`config.mk`:
```
export PLATFORM = sky130hd
export DESIGN_NAME = cpu_trace_monitor
export DESIGN_NICKNAME = d
export VERILOG_FILES = /design/src/rtl/cpu_dbg_pkg.sv /design/src/rtl/trace_ram.sv /design/src/rtl/cpu_trace_monitor.sv
export SDC_FILE = /design/constraint.sdc
export NUM_CORES = 1
export LEC_CHECK = 0
export ABC_AREA = 1
export CAP_MARGIN = 25
export CORE_UTILIZATION = 60
export DETAILED_ROUTE_END_ITERATION = 16
export PLACE_DENSITY = 0.75
export SLEW_MARGIN = 5
export SYNTH_ARGS = -nofsm -noshare
export SYNTH_HDL_FRONTEND = slang
export SYNTH_HIERARCHICAL = 1
export SYNTH_SLANG_ARGS = --single-unit
```
`constraint.sdc`:
```
create_clock -name clk -period 6.82 [get_ports clk]
set_input_delay 1.364 -clock clk [delete_from_list [all_inputs] [get_ports clk]]
set_output_delay 1.364 -clock clk [all_outputs]
set_load 0.005 [all_outputs]
```
`src/rtl/cpu_dbg_pkg.sv`:
```
// cpu_dbg_pkg: shared definitions for debug blocks that sit beside the cpu.
//   - mon_state_t : monitor state encodings (RUN / HALTED / TIMEOUT)
//   - cpu_st_t    : cpu state encodings as driven on the cpu's st output
//   - trace_w()   : width of one {PC, IR, ACC} trace record
package cpu_dbg_pkg;

    typedef enum logic [1:0] {
        MON_RUN     = 2'd0,
        MON_HALTED  = 2'd1,
        MON_TIMEOUT = 2'd2
    } mon_state_t;

    typedef enum logic [1:0] {
        CPU_ST_FETCH     = 2'd0,
        CPU_ST_EXECUTE   = 2'd1,
        CPU_ST_WRITEBACK = 2'd2,
        CPU_ST_IDLE      = 2'd3
    } cpu_st_t;

    function automatic int trace_w(input int pc_w, input int ir_w, input int data_w);
        return pc_w + ir_w + data_w;
    endfunction

endpackage

```
`src/rtl/trace_ram.sv`:
```
// trace_ram: simple dual-port memory, one write port and one registered
// read port. A read and a write to the same address in the same cycle
// return the old contents (read-before-write).
//   clk   : clock, rising edge
//   we    : write enable
//   waddr : write address
//   wdata : write data
//   raddr : read address
//   rdata : read data, one cycle after raddr
module trace_ram #(
    parameter int DEPTH = 16,
    parameter int W     = 42,
    localparam int AW   = $clog2(DEPTH)
) (
    input  logic          clk,
    input  logic          we,
    input  logic [AW-1:0] waddr,
    input  logic [W-1:0]  wdata,
    input  logic [AW-1:0] raddr,
    output logic [W-1:0]  rdata
);

    // NOTE: the array has no reset so it maps onto RAM primitives; consumers
    // qualify rdata with their own valid tracking instead.
    logic [W-1:0] mem [DEPTH];

    always_ff @(posedge clk) begin
        if (we) begin
            mem[waddr] <= wdata;
        end
        rdata <= mem[raddr];
    end

endmodule

```
`src/rtl/cpu_trace_monitor.sv`:
```
// cpu_trace_monitor: taps the cpu debug outputs, records one {PC, IR, ACC}
// per retired instruction into a circular trace, counts cycles and retired
// instructions, and detects halt or a watchdog timeout.
//   clk, reset, clear : clock; synchronous active-high reset; synchronous restart
//   st, PC, IR, ACC   : cpu state and architectural debug taps
//   hlt               : cpu halt indication
//   rd_idx            : trace read index, 0 = oldest entry
//   rd_data, rd_valid : registered readback of the selected entry
//   mon_state         : 0 RUN, 1 HALTED, 2 TIMEOUT
//   cycle_cnt         : cycles spent in RUN (saturating)
//   instr_cnt         : captured instructions (saturating)
//   entries, full     : occupancy of the trace buffer
module cpu_trace_monitor
    import cpu_dbg_pkg::*;
#(
    parameter int         PC_W       = 10,
    parameter int         IR_W       = 16,
    parameter int         DATA_W     = 16,
    parameter int         DEPTH      = 16,
    parameter logic [1:0] CAPTURE_ST = 2'd1,
    parameter int         TIMEOUT    = 4096,
    parameter int         CNT_W      = 32,
    localparam int        AW         = $clog2(DEPTH),
    localparam int        TW         = trace_w(PC_W, IR_W, DATA_W)
) (
    input  logic              clk,
    input  logic              reset,
    input  logic              clear,
    input  logic [1:0]        st,
    input  logic [PC_W-1:0]   PC,
    input  logic [IR_W-1:0]   IR,
    input  logic [DATA_W-1:0] ACC,
    input  logic              hlt,
    input  logic [AW-1:0]     rd_idx,
    output logic [TW-1:0]     rd_data,
    output logic              rd_valid,
    output logic [1:0]        mon_state,
    output logic [CNT_W-1:0]  cycle_cnt,
    output logic [CNT_W-1:0]  instr_cnt,
    output logic [AW:0]       entries,
    output logic              full
);

    localparam int              WD_W        = $clog2(TIMEOUT) + 1;
    localparam logic [WD_W-1:0] WD_LAST     = WD_W'(TIMEOUT - 1);
    localparam logic [AW:0]     ENTRIES_MAX = (AW + 1)'(DEPTH);

    mon_state_t       state_q, state_d;
    logic [1:0]       st_prev;
    logic [AW-1:0]    wptr;
    logic [WD_W-1:0]  wd_cnt;
    logic             restart;
    logic             running;
    logic             retire;
    logic             capture;
    logic [AW-1:0]    rd_addr;
    logic             rd_hit;
    logic [TW-1:0]    ram_rdata;

    assign restart = reset | clear;
    assign running = (state_q == MON_RUN);
    // Edge-detect on entry to the capture state: a held state retires once.
    assign retire  = (st == CAPTURE_ST) && (st_prev != CAPTURE_ST);
    assign capture = running && retire && !restart;

    // Oldest entry sits at wptr - entries; natural AW-bit wrap gives mod DEPTH.
    assign rd_addr = wptr - entries[AW-1:0] + rd_idx;
    assign rd_hit  = ({1'b0, rd_idx} < entries);

    // NOTE: always_comb assigns every output a default first so no path
    // leaves state_d unassigned and no latch is inferred.
    always_comb begin
        state_d = state_q;
        if (state_q == MON_RUN) begin
            if (hlt) begin
                state_d = MON_HALTED;
            end else if (!retire && (wd_cnt == WD_LAST)) begin
                state_d = MON_TIMEOUT;
            end
        end
    end

    // NOTE: sequential state uses non-blocking assignments so every register
    // samples the pre-edge values of the others.
    always_ff @(posedge clk) begin
        if (restart) begin
            state_q <= MON_RUN;
        end else begin
            state_q <= state_d;
        end
    end

    always_ff @(posedge clk) begin
        if (restart) begin
            st_prev   <= '0;
            cycle_cnt <= '0;
            instr_cnt <= '0;
            entries   <= '0;
            wptr      <= '0;
            wd_cnt    <= '0;
            rd_valid  <= 1'b0;
        end else begin
            st_prev  <= st;
            rd_valid <= rd_hit;
            if (running) begin
                if (cycle_cnt != '1) begin
                    cycle_cnt <= cycle_cnt + CNT_W'(1);
                end
                if (retire) begin
                    wptr   <= wptr + AW'(1);
                    wd_cnt <= '0;
                    if (entries != ENTRIES_MAX) begin
                        entries <= entries + (AW + 1)'(1);
                    end
                    if (instr_cnt != '1) begin
                        instr_cnt <= instr_cnt + CNT_W'(1);
                    end
                end else begin
                    wd_cnt <= wd_cnt + WD_W'(1);
                end
            end
        end
    end

    trace_ram #(
        .DEPTH (DEPTH),
        .W     (TW)
    ) u_trace_ram (
        .clk   (clk),
        .we    (capture),
        .waddr (wptr),
        .wdata ({PC, IR, ACC}),
        .raddr (rd_addr),
        .rdata (ram_rdata)
    );

    // RAM output is never reset; the registered hit flag masks stale data.
    assign rd_data   = rd_valid ? ram_rdata : '0;
    assign mon_state = state_q;
    assign full      = (entries == ENTRIES_MAX);

endmodule

```
==> summary.md <==
| Metric | Value |
|---|---|
| I/O Pins | `about 170` |
| CP startpoint kind | `input pin` |
| Outcome | `finished, final reports clean` |
| Reg-to-reg startpoint | `mon_state[0]$_SDFFE_PP0P_` |
| Num rows | `between 80 and 90` |
| Iter 0 DRT Violations | `between 2000 and 2500` |
| First-pass GRT wire length | `approximately 130000 microns` |
| Final Skew | `around 17 ps` |
| Post-synth top area share | `0.573` |
| CTS Hold Bufs | `0` |
| Final setup margin | `about 2300 ps` |
| Ratio of cells with drive above 1 in the final layout | `0.0566` |
| Post-synth top area cell | `edfxtp_1` |
| Initial Util | `0.609` |
| CTS tree | `built` |
| Worst-skew pair later-pin latency | `around 630 ps` |
| Setup CP Type | `input pin to flip-flop` |
| Post-DP HPWL | `about 46000 microns` |
| Pins Over Slew Limit | `0` |
| Fmax | `between 200 and 250 MHz` |
| Endpoint class of the critical path | `flip-flop` |
| Flop-to-flop setup slack | `roughly 2800 ps` |
| DR WL/cell | `between 15 and 20 microns` |
| Worst Hold Path EP | `wd_cnt[10]$_SDFFE_PP0P_` |
| Post-route antenna net violation count | `0` |
| Met2 routed wirelength | `41800 microns` |
| Worst hold path cell count | `2` |
| WL final | `~85000 microns` |
| Post-synth EDFFs | `about 670` |
| HP Start | `wd_cnt[10]$_SDFFE_PP0P_` |
| Total die area | `~60000 sq um` |
| Die H | `244 microns` |
| CTS Buf Count | `80` |
| Leakage | `0.0168 uW` |
| Wl on met1 | `34300 microns` |
| Most frequent cell after synthesis | `nand2_1` |
| Register area share after synthesis | `0.649` |
| GRT Total Usage | `0.285` |
| Max Used Layer | `met5` |
| Post-Syn Instances | `roughly 3700` |
| Max transition margin | `0.237` |
| CTS Sinks | `slightly above 800` |
| Peak VDD IR | `about 0.00023 V` |
| Clk root buf | `clkbuf_16` |
| CP Data Arrival Time | `4730 ps` |
| Initial DRT Pass Iterations | `5` |
| Syn. warnings | `6` |
| Nets | `slightly below 4000` |
| Setup Buffers After CTS | `0` |
| Die span in x | `~240 microns` |
| Metal3 WL | `6110 microns` |
| Port Buffers | `166` |
| DR vias/cell | `5.41` |
| Post_cts resized | `0` |
| Worst Max-Slew Pin Slew | `1140 ps` |
| Data required, critical path | `roughly 7000 ps` |
| Vias in the first global route | `24098` |
| Final min period | `4480 ps` |
| Setup violations, final | `0` |
| Via count | `approximately 25000` |
| Place WS | `between 1500 and 2000 ps` |
| Unique masters post-synth | `35` |
| Routability cong. | `a little over 0.9` |
| Initial antenna violation count | `5` |
| Async set-reset flop share out of synthesis | `0` |
| Reg2reg path depth | `6` |
| Synth top area cells | `edfxtp_1 (57%), nand2_1 (12%), nand3_1 (8.2%)` |
| GRT Residual Overflow | `0` |
| HP Class | `flip-flop to flip-flop` |
| Critical Path Fanout Max | `27` |
| Largest net degree at the start of global routing | `139` |
| Setup TNS | `0 ps` |
| Clk buf depth | `3` |
| Core area | `roughly 58000 sq um` |
| Post-Syn Area | `around 35000 sq um` |
| Synth top cells by count | `nand2_1 (1147), edfxtp_1 (672), inv_1 (638)` |
| Mapped Nets | `approximately 3800` |
| R2r endpoint | `u_trace_ram/mem[10][30]$_DFFE_PP_` |
| Flops & latches, synth | `805` |
| Residual DRC | `0` |
| Area grow syn2layout | `14.3%` |
| Htree depth | `3` |
| Endpoints failing hold | `0` |
| RSZ-0062 raised after global routing | `false` |
| PwrDens | `between 200 and 300 nW/um^2` |
| Dominant synthesized flop cell | `edfxtp_1` |
| Max-cap violation count | `0` |
| Fin crit share | `0.657` |
| Clock transition at path regs | `about 60 ps` |
| Syn avg cell area | `9.48 sq um` |
==> layout make-up <==
type / count / area (sq um)
Clock buffer: 101 / 2150
Tap cell: 765 / 957
Sequential cell: 805 / 22800
Multi-Input combinational cell: 2101 / 9320
Clock inverter: 49 / 443
Timing Repair Buffer: 206 / 2060
Inverter: 645 / 2440
Fill cell: 4299 / 17600
Antenna cell: 1 / 2.50
==> report_power, final <==
group          leakage [uW]  switching [uW]  internal (uW)
registers           0.00713            49.7           5440
clock network       0.00128            1860           2480
logic               0.00838             865            377
==> worst max-delay path, stage by stage <==
cell and delay (ps):
clkdlybuf4s50_1 470, inv_1 50, nor2_1 150, nand3_2 370
nor2_1 470, nand3b_1 400, nor2_4 800, buf_4 610
==> registers in the layout, summed over array words and instances (netlist names) <==
| name | count |
|---|---|
| u_trace_ram/mem | 672 |
| u_trace_ram/rdata | 42 |
| cycle_cnt | 32 |
| instr_cnt | 32 |
| wd_cnt | 13 |
| entries | 5 |
| wptr | 4 |
| mon_state | 2 |
| st_prev | 2 |
| rd_valid | 1 |
==> metrics by stage <==
stage | hold slack [ps] | power, uW | area (sq um) | utilization | instances
3_5_place_dp | 452 | 6820 | 37600 | 0.651 | 4522
2_1_floorplan | 434 | 6380 | 35200 | - | 3714
4_1_cts | 461 | 11100 | 40200 | 0.696 | 4672
6_report | 460 | 11100 | 40200 | 0.696 | 4673
5_1_grt | 490 | 11400 | 40200 | 0.696 | 4673
3_3_place_gp | 451 | 6790 | 37600 | 0.650 | 4520
==> placed cells by master, fill, tap and decap left out, types with 3 or more instances in the layout <==
| master | synthesis | routed |
|---|---|---|
| nand2_1 | 1147 | 1147 |
| edfxtp_1 | 672 | 672 |
| inv_1 | 638 | 636 |
| nand3_1 | 578 | 578 |
| nor2_1 | 193 | 176 |
| clkdlybuf4s50_1 | 0 | 166 |
| dfxtp_1 | 133 | 132 |
| clkbuf_16 | 0 | 81 |
| a21oi_1 | 59 | 59 |
| buf_4 | 5 | 33 |
| nand4_1 | 24 | 24 |
| nor2_4 | 4 | 21 |
| clkinv_2 | 0 | 20 |
| o21ai_0 | 17 | 17 |
| clkbuf_1 | 66 | 15 |
| nor2_2 | 13 | 13 |
| ha_1 | 13 | 12 |
| clkinv_1 | 1 | 12 |
| nor3_1 | 10 | 10 |
| a31oi_1 | 9 | 9 |
| inv_6 | 0 | 6 |
| nand2_2 | 6 | 6 |
| bufinv_16 | 0 | 6 |
| inv_2 | 6 | 5 |
| nand3b_1 | 5 | 5 |
| clkbuf_8 | 0 | 5 |
| buf_12 | 0 | 5 |
| clkinvlp_4 | 0 | 4 |
| xnor2_1 | 5 | 3 |
| and2_1 | 3 | 3 |
| fa_1 | 3 | 3 |
==> cells by family (layout without fill, tap and decap cells) <==
kind of cell	after synthesis	count (layout)	share of synthesized area
AO/OA/AOI/OAI	89	89	0.0131
flip-flops	805	805	0.649
AND/OR/NAND/NOR	1989	1989	0.239
adder cells (fa/ha/maj)	16	16	0.00633
XOR/XNOR	7	7	0.00174
buffers and inverters	808	1001	0.0904
other	0	1	0
==> worst max-delay path by stage <==
| stage | startpoint | to | slack, ps | cells past startpoint |
|---|---|---|---|---|
| 2_1_floorplan | clear | u_trace_ram/mem[12][0]$_DFFE_PP_ | 2290 | 5 |
| 3_3_place_gp | rd_idx[1] | u_trace_ram/rdata[22]$_DFF_P_ | 1750 | 11 |
| 3_5_place_dp | rd_idx[1] | u_trace_ram/rdata[16]$_DFF_P_ | 1720 | 11 |
| 4_1_cts | rd_idx[1] | u_trace_ram/rdata[16]$_DFF_P_ | 2370 | 11 |
| 5_1_grt | rd_idx[1] | u_trace_ram/rdata[16]$_DFF_P_ | 2200 | 11 |
| 6_report | st[0] | u_trace_ram/mem[10][30]$_DFFE_PP_ | 2340 | 8 |
==> metal layers <==
metal,vias up,track usage
met2,955,0.480
met4,8,0.0996
li1,12182,-
met1,11945,0.378
met5,-,0
met3,209,0.0444
Power figures use the tool's default switching activity.
